--- config.mk ---
export PLATFORM = sky130hd
export DESIGN_NAME = muldiv_unit
export DESIGN_NICKNAME = d
export VERILOG_FILES = /design/src/rtl/muldiv_pkg.sv /design/src/rtl/muldiv_unit_addsub.sv /design/src/rtl/muldiv_unit.sv
export SDC_FILE = /design/constraint.sdc
export NUM_CORES = 1
export LEC_CHECK = 0
export BUFFER_PORTS_ARGS = -buffer_cell sky130_fd_sc_hd__buf_2
export CAP_MARGIN = 20
export CORE_MARGIN = 8
export CORE_UTILIZATION = 50
export CTS_CLUSTER_DIAMETER = 30
export DETAILED_ROUTE_END_ITERATION = 10
export PLACE_DENSITY_LB_ADDON = 0.2
export SYNTH_ARGS = -nofsm -noshare
export SYNTH_HDL_FRONTEND = slang
export SYNTH_SLANG_ARGS = --single-unit
--- constraint.sdc ---
create_clock -name i_clk -period 8.39 [get_ports i_clk]
set_clock_uncertainty 0.15 [all_clocks]
set_input_delay 0.839 -clock i_clk [delete_from_list [all_inputs] [get_ports i_clk]]
set_output_delay 0.839 -clock i_clk [all_outputs]
set_load 0.01 [all_outputs]
--- src/rtl/muldiv_pkg.sv ---
// Shared types for the multiply/divide unit: funct3 op encodings, FSM states
// and the divide special-case detector.
package muldiv_pkg;

    localparam int XLEN_DEFAULT = 32;

    typedef enum logic [2:0] {
        OP_MUL    = 3'd0,
        OP_MULH   = 3'd1,
        OP_MULHSU = 3'd2,
        OP_MULHU  = 3'd3,
        OP_DIV    = 3'd4,
        OP_DIVU   = 3'd5,
        OP_REM    = 3'd6,
        OP_REMU   = 3'd7
    } op_e;

    typedef enum logic [1:0] {
        IDLE,
        CALC,
        DONE
    } state_e;

    typedef enum logic [1:0] {
        SPEC_NONE,
        SPEC_DIV0,
        SPEC_OVF
    } special_e;

    // Divide-by-zero wins over signed overflow; multiplies are never special.
    function automatic special_e special_kind(input op_e op, input logic b_zero, input logic ovf_operands);
        if (!(op inside {OP_DIV, OP_DIVU, OP_REM, OP_REMU}))
            return SPEC_NONE;
        if (b_zero)
            return SPEC_DIV0;
        if (ovf_operands && (op inside {OP_DIV, OP_REM}))
            return SPEC_OVF;
        return SPEC_NONE;
    endfunction

endpackage

--- src/rtl/muldiv_unit_addsub.sv ---
// Parametrised adder/subtractor with carry out; a carry of 1 in subtract
// mode means a >= b (no borrow).
module addsub_n #(
    parameter int W = 33
) (
    input  logic [W-1:0] a,
    input  logic [W-1:0] b,
    input  logic         sub,
    output logic [W-1:0] sum,
    output logic         carry_out
);

    always_comb begin
        {carry_out, sum} = {1'b0, a} + {1'b0, b ^ {W{sub}}} + {{W{1'b0}}, sub};
    end

endmodule

--- src/rtl/muldiv_unit.sv ---
// Iterative RV32M/RV64M multiply/divide unit with valid/ready handshakes and flush.
// Optional `MULDIV_FAST_MUL_EN: multiplies complete in one cycle via an array product.
module muldiv_unit
    import muldiv_pkg::*;
#(
    parameter int XLEN = XLEN_DEFAULT
) (
    input  logic            i_clk,
    input  logic            i_rst_n,
    input  logic            i_valid,
    output logic            o_ready,
    input  logic [2:0]      i_op,
    input  logic [XLEN-1:0] i_op_a,
    input  logic [XLEN-1:0] i_op_b,
    input  logic            i_flush,
    output logic            o_valid,
    input  logic            i_ready,
    output logic [XLEN-1:0] o_result,
    output logic            o_busy
);

    localparam int CW = $clog2(XLEN);
    localparam logic [CW-1:0] LAST = CW'(XLEN - 1);

    state_e          state_q, state_d;
    op_e             op_q, op_in;
    logic            sign_q;
    logic [CW-1:0]   cnt_q;
    logic [XLEN-1:0] opnd_q, hi_q, lo_q, result_q;

    logic            accept, single_cycle;
    logic            a_signed, b_signed, sa, sb, in_sign;
    logic [XLEN-1:0] mag_a, mag_b, special_res, direct_res;
    special_e        kind;

    assign op_in  = op_e'(i_op);
    assign accept = (state_q == IDLE) && i_valid && !i_flush;

    // Request decode: operand magnitudes, result sign and the one-cycle results.
    always_comb begin
        a_signed = op_in inside {OP_MUL, OP_MULH, OP_MULHSU, OP_DIV, OP_REM};
        b_signed = op_in inside {OP_MUL, OP_MULH, OP_DIV, OP_REM};
        sa       = a_signed && i_op_a[XLEN-1];
        sb       = b_signed && i_op_b[XLEN-1];
        mag_a    = sa ? (~i_op_a + 1'b1) : i_op_a;
        mag_b    = sb ? (~i_op_b + 1'b1) : i_op_b;
        in_sign  = (op_in inside {OP_REM, OP_REMU}) ? sa : (sa ^ sb);
        kind     = special_kind(op_in, i_op_b == '0,
                                (i_op_a == {1'b1, {(XLEN-1){1'b0}}}) && (i_op_b == '1));
        case (kind)
            SPEC_DIV0: special_res = i_op[1] ? i_op_a : '1;
            SPEC_OVF:  special_res = i_op[1] ? '0 : i_op_a;
            default:   special_res = '0;
        endcase
    end

`ifdef MULDIV_FAST_MUL_EN
    logic [2*XLEN-1:0] ext_a, ext_b, fast_prod;

    always_comb begin
        ext_a        = a_signed ? {{XLEN{i_op_a[XLEN-1]}}, i_op_a} : {{XLEN{1'b0}}, i_op_a};
        ext_b        = b_signed ? {{XLEN{i_op_b[XLEN-1]}}, i_op_b} : {{XLEN{1'b0}}, i_op_b};
        fast_prod    = ext_a * ext_b;
        single_cycle = (kind != SPEC_NONE) || !i_op[2];
        if (kind != SPEC_NONE)
            direct_res = special_res;
        else if (op_in == OP_MUL)
            direct_res = fast_prod[XLEN-1:0];
        else
            direct_res = fast_prod[2*XLEN-1:XLEN];
    end
`else
    always_comb begin
        single_cycle = (kind != SPEC_NONE);
        direct_res   = special_res;
    end
`endif

    logic            is_div_q, step_sub, step_co, neg_co, neg_inc, unused_neg;
    logic [XLEN:0]   step_a, step_b, step_sum, neg_a, neg_b, neg_sum;
    logic [XLEN-1:0] hi_n, lo_n, sel, final_res;

    // Multiply keeps {hi,lo} as the product accumulator; divide keeps the
    // remainder in hi and shifts dividend bits out / quotient bits into lo.
    always_comb begin
        is_div_q = op_q inside {OP_DIV, OP_DIVU, OP_REM, OP_REMU};
        step_sub = is_div_q;
        step_a   = is_div_q ? {hi_q, lo_q[XLEN-1]} : {1'b0, hi_q};
        step_b   = (is_div_q || lo_q[0]) ? {1'b0, opnd_q} : '0;
    end

    addsub_n #(.W(XLEN + 1)) u_step (
        .a         (step_a),
        .b         (step_b),
        .sub       (step_sub),
        .sum       (step_sum),
        .carry_out (step_co)
    );

    // A negated high half only takes the +1 carry when the low half is zero.
    always_comb begin
        if (is_div_q) begin
            hi_n = step_co ? step_sum[XLEN-1:0] : {hi_q[XLEN-2:0], lo_q[XLEN-1]};
            lo_n = {lo_q[XLEN-2:0], step_co};
        end else begin
            hi_n = step_sum[XLEN:1];
            lo_n = {step_sum[0], lo_q[XLEN-1:1]};
        end
        sel     = (op_q inside {OP_MUL, OP_DIV, OP_DIVU}) ? lo_n : hi_n;
        neg_inc = (op_q inside {OP_MULH, OP_MULHSU, OP_MULHU}) ? (lo_n == '0) : 1'b1;
        neg_a   = {1'b0, ~sel};
        neg_b   = {{XLEN{1'b0}}, neg_inc};
    end

    addsub_n #(.W(XLEN + 1)) u_neg (
        .a         (neg_a),
        .b         (neg_b),
        .sub       (1'b0),
        .sum       (neg_sum),
        .carry_out (neg_co)
    );

    assign unused_neg = neg_co ^ neg_sum[XLEN];
    assign final_res  = sign_q ? neg_sum[XLEN-1:0] : sel;

    always_ff @(posedge i_clk or negedge i_rst_n) begin
        if (!i_rst_n)
            state_q <= IDLE;
        else
            state_q <= state_d;
    end

    always_comb begin
        state_d = state_q;
        case (state_q)
            IDLE:    if (accept) state_d = single_cycle ? DONE : CALC;
            CALC:    if (i_flush) state_d = IDLE;
                     else if (cnt_q == LAST) state_d = DONE;
            DONE:    if (i_flush || i_ready) state_d = IDLE;
            default: state_d = IDLE;
        endcase
    end

    always_comb begin
        o_ready = (state_q == IDLE);
        o_busy  = (state_q != IDLE);
        o_valid = (state_q == DONE);
    end

    // Operands are captured only on accept; a flushed calculation never writes the result.
    always_ff @(posedge i_clk or negedge i_rst_n) begin
        if (!i_rst_n) begin
            op_q     <= OP_MUL;
            sign_q   <= 1'b0;
            cnt_q    <= '0;
            opnd_q   <= '0;
            hi_q     <= '0;
            lo_q     <= '0;
            result_q <= '0;
        end else if (accept) begin
            op_q   <= op_in;
            sign_q <= in_sign;
            cnt_q  <= '0;
            hi_q   <= '0;
            if (i_op[2]) begin
                opnd_q <= mag_b;
                lo_q   <= mag_a;
            end else begin
                opnd_q <= mag_a;
                lo_q   <= mag_b;
            end
            if (single_cycle)
                result_q <= direct_res;
        end else if ((state_q == CALC) && !i_flush) begin
            hi_q  <= hi_n;
            lo_q  <= lo_n;
            cnt_q <= cnt_q + CW'(1);
            if (cnt_q == LAST)
                result_q <= final_res;
        end
    end

    assign o_result = result_q;

endmodule

==> results of run 1 <==
==> synthesized netlist by cell type (all sizes together), types with 36 or more instances <==
master / instances / area (sq um)
mux2: 36 / 405
mux2i: 45 / 450
xor2: 50 / 438
a21oi: 141 / 706
o21ai: 213 / 1070
ha: 39 / 488
dfrtp: 139 / 3480
clkbuf: 83 / 312
o211ai: 54 / 405
nor2: 158 / 596
nand2: 245 / 920
xnor2: 71 / 622
==> per-layer routing <==
metal	part of all wire, %	wire (microns)	vias to the layer above
met2	42	19100	653
met1	47	21400	6223
met4	2.6	1200	0
met3	8.1	3690	78
met5	0	0	-
li1	-	-	6264
==> worst paths after layout <==
path | start | endpoint | slack (ns) | cells past startpoint
worst min register to register | o_result[5] | o_result[5] | 0.34 | 1
min in group i_clk | o_result[5] | o_result[5] | 0.34 | 1
worst max register to register | op_q[2] | o_result[30] | 1.79 | 21
max in group asynchronous | i_rst_n | hi_q[2] | 6.76 | 3
worst min-delay path | i_rst_n | o_result[19] | 0.21 | 1
worst max-delay path | op_q[2] | o_result[30] | 1.79 | 21
==> power groups by stage <==
stage          logic, W  clock network [W]  registers, W
6_report        0.00276           0.000767       0.00109
3_3_place_gp    0.00265                  0       0.00109
5_1_grt         0.00299           0.000801       0.00111
3_5_place_dp    0.00265                  0       0.00109
2_1_floorplan   0.00199                  0      0.000962
4_1_cts         0.00268           0.000775       0.00108
==> metrics by stage <==
stage          hold slack (ns)  power (W)  utilization [%]  cells
6_report                 0.215    0.00462             56.1   2075
5_1_grt                  0.278    0.00489             56.1   2075
4_1_cts                  0.263    0.00453             56.0   2074
3_5_place_dp             0.329    0.00374             53.7   2042
3_3_place_gp             0.322    0.00374             53.7   2042
2_1_floorplan            0.316    0.00295                -   1695
==> final cells by class <==
type                    instances  share of cell area (%)
repair buffers                130                    5.22
flip-flops and latches        139                    24.6
multi-input cells            1408                    62.1
clock buffers                  19                    3.13
well taps                     330                    2.92
clock inverters                13                    1.02
inverters                      36                   0.956
==> state kept, by name (all words and copies together), names as in the netlist <==
name      flops
lo_q         32
o_result     32
opnd_q       32
cnt_q         5
hi_q         32
sign_q        1
op_q          3
state_q       2
==> cell families after synthesis <==
| group | synth area share, % |
|---|---|
| xor gates and xnor gates | 8.27 |
| muxes | 6.68 |
| buffers and inverters | 4.48 |
| adders and majority gates | 3.97 |
| DFF | 27.2 |
| and+or+nand+nor | 20.2 |
| AOI/OAI and AO/OA | 29.3 |
==> critical path, delay by kind of cell, from the launching register on <==
kind            cells  cell delay, ns
fa+ha+maj           3            0.84
xor+xnor            2            0.35
flops               1            0.94
mux                 1            0.11
buf+inv             2            0.50
simple gates        6            1.79
compound gates      7            1.74
==> cells in the final DEF (no fill, tap or decap), types with 33 or more instances in the layout <==
master    instances
buf_2           105
xor2_1           50
nand2_1         245
inv_1            35
o21ai_0         210
nor3_1           33
mux2i_1          45
dfrtp_1         138
o211ai_1         54
a21oi_1         140
xnor2_1          71
mux2_2           36
ha_1             39
nor2_1          156
==> results_dict.tcl, run 1 <==
set metrics [dict create \
    status "finished clean" \
    dpl_cell_area_sq_um 13500 \
    gr-usage-met2_pct 41.2 \
    ir_drop_mv 0.175 \
    grt_max_degree 87 \
    drv_cap 0 \
    ios 107 \
    diodes 0 \
    relSlewSlack_pct 26.0 \
    synth_seq_cells 139 \
    die_height_microns 176 \
    vias_per_cell 6.37 \
    powerDensity_nw_per_um2 327 \
    grt_setup_unrepaired "false" \
    multi_input_area_sq_um 8780 \
    avgSynthCellArea_sq_um 7.56 \
    finalSetupViolCount 0 \
    grt-busiest-layer "met1" \
    gp_congestion 0.927 \
    worstPathCellList "clkinv_1, buf_4, o21ai_0, ha_1, a21o_1, a211oi_1, nor2_1, nor3_1, nand2_1, nand2_1, xor2_1, mux2i_1, a21oi_1, ha_1, ha_1, o211ai_1, nor4_1, nand4bb_1, o31ai_1, xor2_1, o211ai_1" \
    row_count 58 \
    syn_nets 1807 \
    grt_usage_pct 28.6 \
    final_cell_area_sq_um 14100 \
    async_reset_ff_share_pct 100 \
    synth_area_sq_um 12800 \
    clock_power_share_pct 16.6 \
    cp-end-kind "register" \
    grt_pass1_vias 12400 \
    core_area_sq_um 25200 \
    seq_power_share_pct 23.5 \
    hold_buffers 0 \
    overflow 0 \
    cts_buffers 17 \
    dp_slack_ns 1.99 \
    drt_iter0_drc 1547 \
    ff_latch_area_sq_um 3480 \
    hold_path.class "primary input to async pin" \
    fin_nets 1844 \
    cts_setup_buffers 0 \
    die_w_microns 176 \
    die-area_sq_um 31000 \
    area_growth_pct 10.3 \
    nFillCells 2392 \
    max_freq_ghz 0.152 \
    htree_levels 4 \
    clk_path_buf_depth 2 \
    finalSetupTns_ns 0 \
    yosysUniqueCellTypes 82 \
    ctsResizeCount 0 \
    grt_pass1_wl_mm 70.6 \
    power_frac_comb_pct 59.9 \
    num_vias 13200 \
    p_int_w 0.00229 \
    slowest_delay_ns 0.94 \
    yosysSeqAreaShare_pct 27.2 \
    fin_crit_sh_pct 78.6 \
    crit_arrival_ns 6.74 \
    drive_gt1_share_pct 13.1 \
    crit_path_frequent_cell "ha_1" \
    drc 0 \
    ant_nets 0 \
    yosys_most_used_dff "dfrtp_1" \
    slew_violations 0 \
    numClockSinks 139 \
    cp.required_ns 8.53 \
    cts_root_buf "clkbuf_16" \
    finalWorstSetupSlack_ns 1.79 \
    leakage_nw 5.98 \
    drt-wirelength-per-cell_microns 21.9 \
    clk_latency_ns 0.43 \
    use_met3_pct 3.97 \
    hpwl_mm 34.3 \
    yosys_warnings 0 \
    synth_edf_count 0 \
    detail_route.first_pass.iterations 7 \
    p_switching_w 0.00233 \
    start_util_pct 50.9 \
    start_kind "register" \
    p_sw_share_pct 50.4 \
    finalHoldViolations 0 \
    met1_usage_pct 43.0 \
    timing.final.crit_period_ns 6.60 \
    clk_pin_slew_ns 0.06 \
    antenna_found_initial 0 \
    tightest_slew_ns 1.11 \
    port_buffers 106 \
    critical_path.max_fanout 67 \
    syn_inst 1695 \
    crit_type "register to register" \
    wl_mm 45.3 \
    tritoncts "yes" \
    slowest_stage "dfrtp_4" \
]
Power figures use the tool's default switching activity.
==> run 2, diff against run 1 <==
- clock period: 8.39 -> 6.69 ns (I/O delays scaled with it)
==> results_dict.tcl, run 2 (synthesized netlist as in run 1, its figures left out) <==
set metrics [dict create \
    die_height_microns 176 \
    leakage_nw 6.04 \
    port_buffers 106 \
    finalSetupViolCount 0 \
    finalHoldViolations 0 \
    start_kind "register" \
    die-area_sq_um 31000 \
    wl_mm 45.8 \
    gp_congestion 0.961 \
    clk_pin_slew_ns 0.06 \
    tritoncts "yes" \
    grt_setup_unrepaired "false" \
    ant_nets 0 \
    clk_latency_ns 0.43 \
    slew_violations 0 \
    ctsResizeCount 0 \
    layout_common_cells "245 x nand2_1, 210 x o21ai_0, 156 x nor2_1" \
    drv_cap 0 \
    utilization_pct 56.5 \
    detail_route.first_pass.iterations 6 \
    tightest_slew_ns 1.06 \
    cp.required_ns 6.81 \
    numClockSinks 139 \
    finalWorstSetupSlack_ns 0.500 \
    cts_root_buf "clkbuf_16" \
    grt_usage_pct 29.0 \
    holdWs_ns 0.0873 \
    diodes 0 \
    nFillCells 2407 \
    hold_buffers 0 \
    area_growth_pct 11.1 \
    overflow 0 \
    htree_levels 4 \
    ir_drop_mv 0.229 \
    clk_path_buf_depth 2 \
    timing.final.crit_period_ns 6.19 \
    grt_pass1_vias 12400 \
    critical_path.max_fanout 44 \
    row_count 58 \
    drt-wirelength-per-cell_microns 22.0 \
    dp_slack_ns 0.727 \
    finalSetupTns_ns 0 \
    antenna_found_initial 0 \
    powerDensity_nw_per_um2 415 \
    drive_gt1_share_pct 13.5 \
    vias_per_cell 6.37 \
    ff_latch_area_sq_um 3480 \
    hold_path.class "primary input to async pin" \
    max_freq_ghz 0.162 \
    mostFrequentLayoutCell "nand2_1" \
    fin_crit_sh_pct 92.5 \
    crit_type "register to register" \
    cts_buffers 17 \
    num_vias 13200 \
    ios 107 \
    hpwl_mm 35.0 \
    status "finished clean" \
    fin_nets 1851 \
    grt_pass1_wl_mm 71.3 \
    drc 0 \
    total_power_w 0.00591 \
    cts_setup_buffers 0 \
    die_w_microns 176 \
    core_area_sq_um 25200 \
    start_util_pct 50.9 \
    drt_iter0_drc 1352 \
    cp-end-kind "register" \
    multi_input_area_sq_um 8780 \
    grt_max_degree 108 \
    relSlewSlack_pct 29.3 \
    crit_arrival_ns 6.31 \
]
run 2: final timing paths:
kind | cells past startpoint | end | slack [ns] | from
min | 1 | o_result[19] | 0.09 | i_rst_n
min reg2reg | 1 | o_result[5] | 0.35 | o_result[5]
max | 18 | o_result[31] | 0.50 | op_q[2]
max in group asynchronous | 2 | hi_q[18] | 4.95 | i_rst_n
min in group i_clk | 1 | o_result[5] | 0.35 | o_result[5]
max reg2reg | 18 | o_result[31] | 0.50 | op_q[2]
run 2: final cells by class:
cell class / instances / share of cell area (%)
Clock inverter: 12 / 1.39
Tap cell: 330 / 2.90
Clock buffer: 18 / 3.09
Inverter: 36 / 0.950
Multi-Input combinational cell: 1408 / 61.7
Timing Repair Buffer: 137 / 5.46
Sequential cell: 139 / 24.5
run 2: power breakdown:
group,switching [W],total [W],internal (W)
Combinational,0.00223,0.00351,0.00128
Clock,0.000374,0.00104,0.000665
Sequential,0.000313,0.00136,0.00105
Total,0.00291,0.00591,0.00299
run 2: routing by layer:
metal | share of wire, % | global-route usage (%)
met1 | 46 | 42.5
met2 | 43 | 43.2
met3 | 8.9 | 4.51
met4 | 1.9 | 8.12
met5 | 0 | 0
run 2: critical path: stages, from the launching register on:
cell      delay (ns)
dfrtp_4         0.76
clkinv_1        0.17
buf_4           0.28
o21ai_0         0.30
inv_1           0.10
fa_1            0.43
nor2b_1         0.20
o2111a_1        0.32
o21ai_0         0.15
a211oi_1        0.52
a21oi_1         0.22
xor2_1          0.27
a221oi_1        0.18
o21a_1          0.27
or3b_2          0.54
or4_1           0.56
o41ai_2         0.24
xor2_1          0.19
o211ai_1        0.10
run 2: per-stage QoR:
stage,std cells,instance area [sq um]
final,2080,14200
after global routing,2080,14200
after CTS,2080,14200
after detailed placement,2050,13600
after global placement,2049,13600
after floorplan,1695,12800
==> run 3, diff against run 2 <==
- GPL_TIMING_DRIVEN: not set -> 0
==> results_dict.tcl, run 3 (synthesized netlist as in run 1, its figures left out) <==
set metrics [dict create \
    status "finished clean" \
    cts_buffers 17 \
    tightest_slew_ns 0.927 \
    row_count 58 \
    crit_cells 27 \
    final_cell_area_sq_um 15700 \
    numClockSinks 139 \
    clk_path_buf_depth 2 \
    gp_congestion 0.966 \
    timing.final.crit_period_ns 6.53 \
    clk_pin_slew_ns 0.07 \
    critical_path.max_fanout 10 \
    start_util_pct 50.9 \
    crit_family "buffers and inverters" \
    critical_path.startpoint "op_q[2]" \
    regToRegEndpoint "o_result[31]" \
    drv_cap 0 \
    grt_pass1_wl_mm 79.8 \
    fin_crit_sh_pct 97.7 \
    worst_r2r_path_depth 27 \
    multi_input_area_sq_um 9230 \
    drive_gt1_share_pct 19.8 \
    total_power_w 0.00655 \
    core_area_sq_um 25200 \
    holdWs_ns 0.0840 \
    finalHoldViolations 0 \
    antenna_found_initial 0 \
    fin_nets 2007 \
    overflow 0 \
    start_kind "register" \
    num_vias 14400 \
    relSlewSlack_pct 38.2 \
    ff_latch_area_sq_um 3480 \
    dp_slack_ns -2.48 \
    layout_common_cells "241 x nand2_1, 191 x o21ai_0, 157 x nor2_1" \
    drt-wirelength-per-cell_microns 23.8 \
    cts_root_buf "clkbuf_16" \
    die-area_sq_um 31000 \
    clk_latency_ns 0.44 \
    dpl_cell_area_sq_um 13800 \
    grt_max_degree 77 \
    worst-r2r-setup-slack_ns 0.16 \
    crit_type "register to register" \
    die_height_microns 176 \
    drt_iter0_drc 1604 \
    finalSetupViolCount 0 \
    ios 107 \
    hold_path.class "primary input to async pin" \
    diodes 0 \
    ant_nets 0 \
    mostFrequentLayoutCell "nand2_1" \
    slowest_stage "or4b_4" \
    path_buf_inv 10 \
    area_growth_pct 22.7 \
    slew_violations 0 \
    die_w_microns 176 \
    port_buffers 105 \
    detail_route.first_pass.iterations 6 \
    cp-end-kind "register" \
    nFillCells 2260 \
    ir_drop_mv 0.215 \
    vias_per_cell 6.43 \
    grt_pass1_vias 13700 \
    tritoncts "yes" \
    grt_usage_pct 33.2 \
    endpoint "o_result[31]" \
    wl_mm 53.3 \
    finalWorstSetupSlack_ns 0.156 \
    hpwl_mm 41.3 \
    crit_path_frequent_cell "buf_6" \
    slowest_delay_ns 0.45 \
    crit_arrival_ns 6.69 \
    max_freq_ghz 0.153 \
    htree_levels 4 \
    rr_startpoint "op_q[2]" \
    powerDensity_nw_per_um2 417 \
    drc 0 \
    cp.required_ns 6.84 \
    leakage_nw 6.66 \
]
==> run 3: changes by cell type in the layout (fill, tap and decap cells not counted), sizes merged <==
| cell | before | now |
|---|---|---|
| clkinv | 6 | 8 |
| bufinv | 5 | 1 |
| buf | 137 | 216 |
| clkinvlp | 2 | 3 |
| clkbuf | 18 | 96 |
| inv | 35 | 37 |
==> run 3: worst reg2reg max path, cell delays in order (launching register included) <==
cell and delay, ns:
dfrtp_2 0.41, clkinv_1 0.33, clkbuf_4 0.36, buf_2 0.26
clkbuf_2 0.23, o21ai_0 0.32, ha_1 0.29, buf_2 0.18
a21oi_4 0.17, o21ai_2 0.11, a221oi_4 0.31, a221o_2 0.26
nand2_2 0.08, buf_6 0.13, buf_8 0.11, nand2_1 0.07
xor2_1 0.21, mux2i_1 0.16, a21oi_2 0.18, buf_6 0.14
ha_4 0.16, buf_12 0.11, or4b_4 0.45, buf_6 0.15
or4_4 0.43, o41ai_4 0.24, xor2_1 0.27, o211ai_1 0.11
==> run 3: worst min path at each step <==
| stage | cells past startpoint | to | slack [ns] | from |
|---|---|---|---|---|
| after CTS | 1 | o_result[22] | 0.14 | i_rst_n |
| final | 1 | o_result[21] | 0.08 | i_rst_n |
| after global routing | 1 | o_result[21] | 0.14 | i_rst_n |
| after floorplan | 0 | cnt_q[0] | 0.22 | i_rst_n |
| after detailed placement | 1 | o_result[5] | 0.33 | o_result[5] |
| after global placement | 1 | o_result[5] | 0.32 | o_result[5] |
==> run 3: layout make-up <==
| cell class | instances | area share [%] |
|---|---|---|
| Multi-Input combinational cell | 1408 | 58.7 |
| Sequential cell | 139 | 22.1 |
| Timing Repair Buffer | 186 | 7.77 |
| Buffer | 107 | 4.36 |
| Clock buffer | 19 | 2.75 |
| Tap cell | 330 | 2.63 |
| Inverter | 36 | 0.860 |
| Clock inverter | 13 | 0.764 |
==> run 3: what timing repair did <==
action                                  in CTS  in global routing
cloned                                       1                  1
hold buffers                                 0                  0
buffers inserted                            29                 48
pin swaps                                   25                 37
endpoints found under the setup margin      32                 12
resized for setup                          119                 68
==> run 3: stage by stage <==
step                      setup TNS (ns)  cells  util, %
final                                  0   2238     62.4
after detailed placement          -53.10   2131     54.9
after floorplan                        0   1695        -
after global placement            -52.28   2130     54.7
after global routing             -0.0126   2238     62.4
after CTS                              0   2191     60.1
==> run 3: metal layers <==
layer  GRT usage, %  vias to the layer above  wire (microns)
li1               -                     6596               -
met1           43.8                     6805           22500
met2           53.6                      853           24200
met3           5.04                      142            4560
met4           13.5                        0            2040
met5              0                        -               0
==> run 3: where the power goes <==
part | switching (W) | total (W) | internal [W]
sequential | 0.000287 | 0.00133 | 0.00105
combinational | 0.00260 | 0.00429 | 0.00169
clock | 0.000412 | 0.000925 | 0.000513
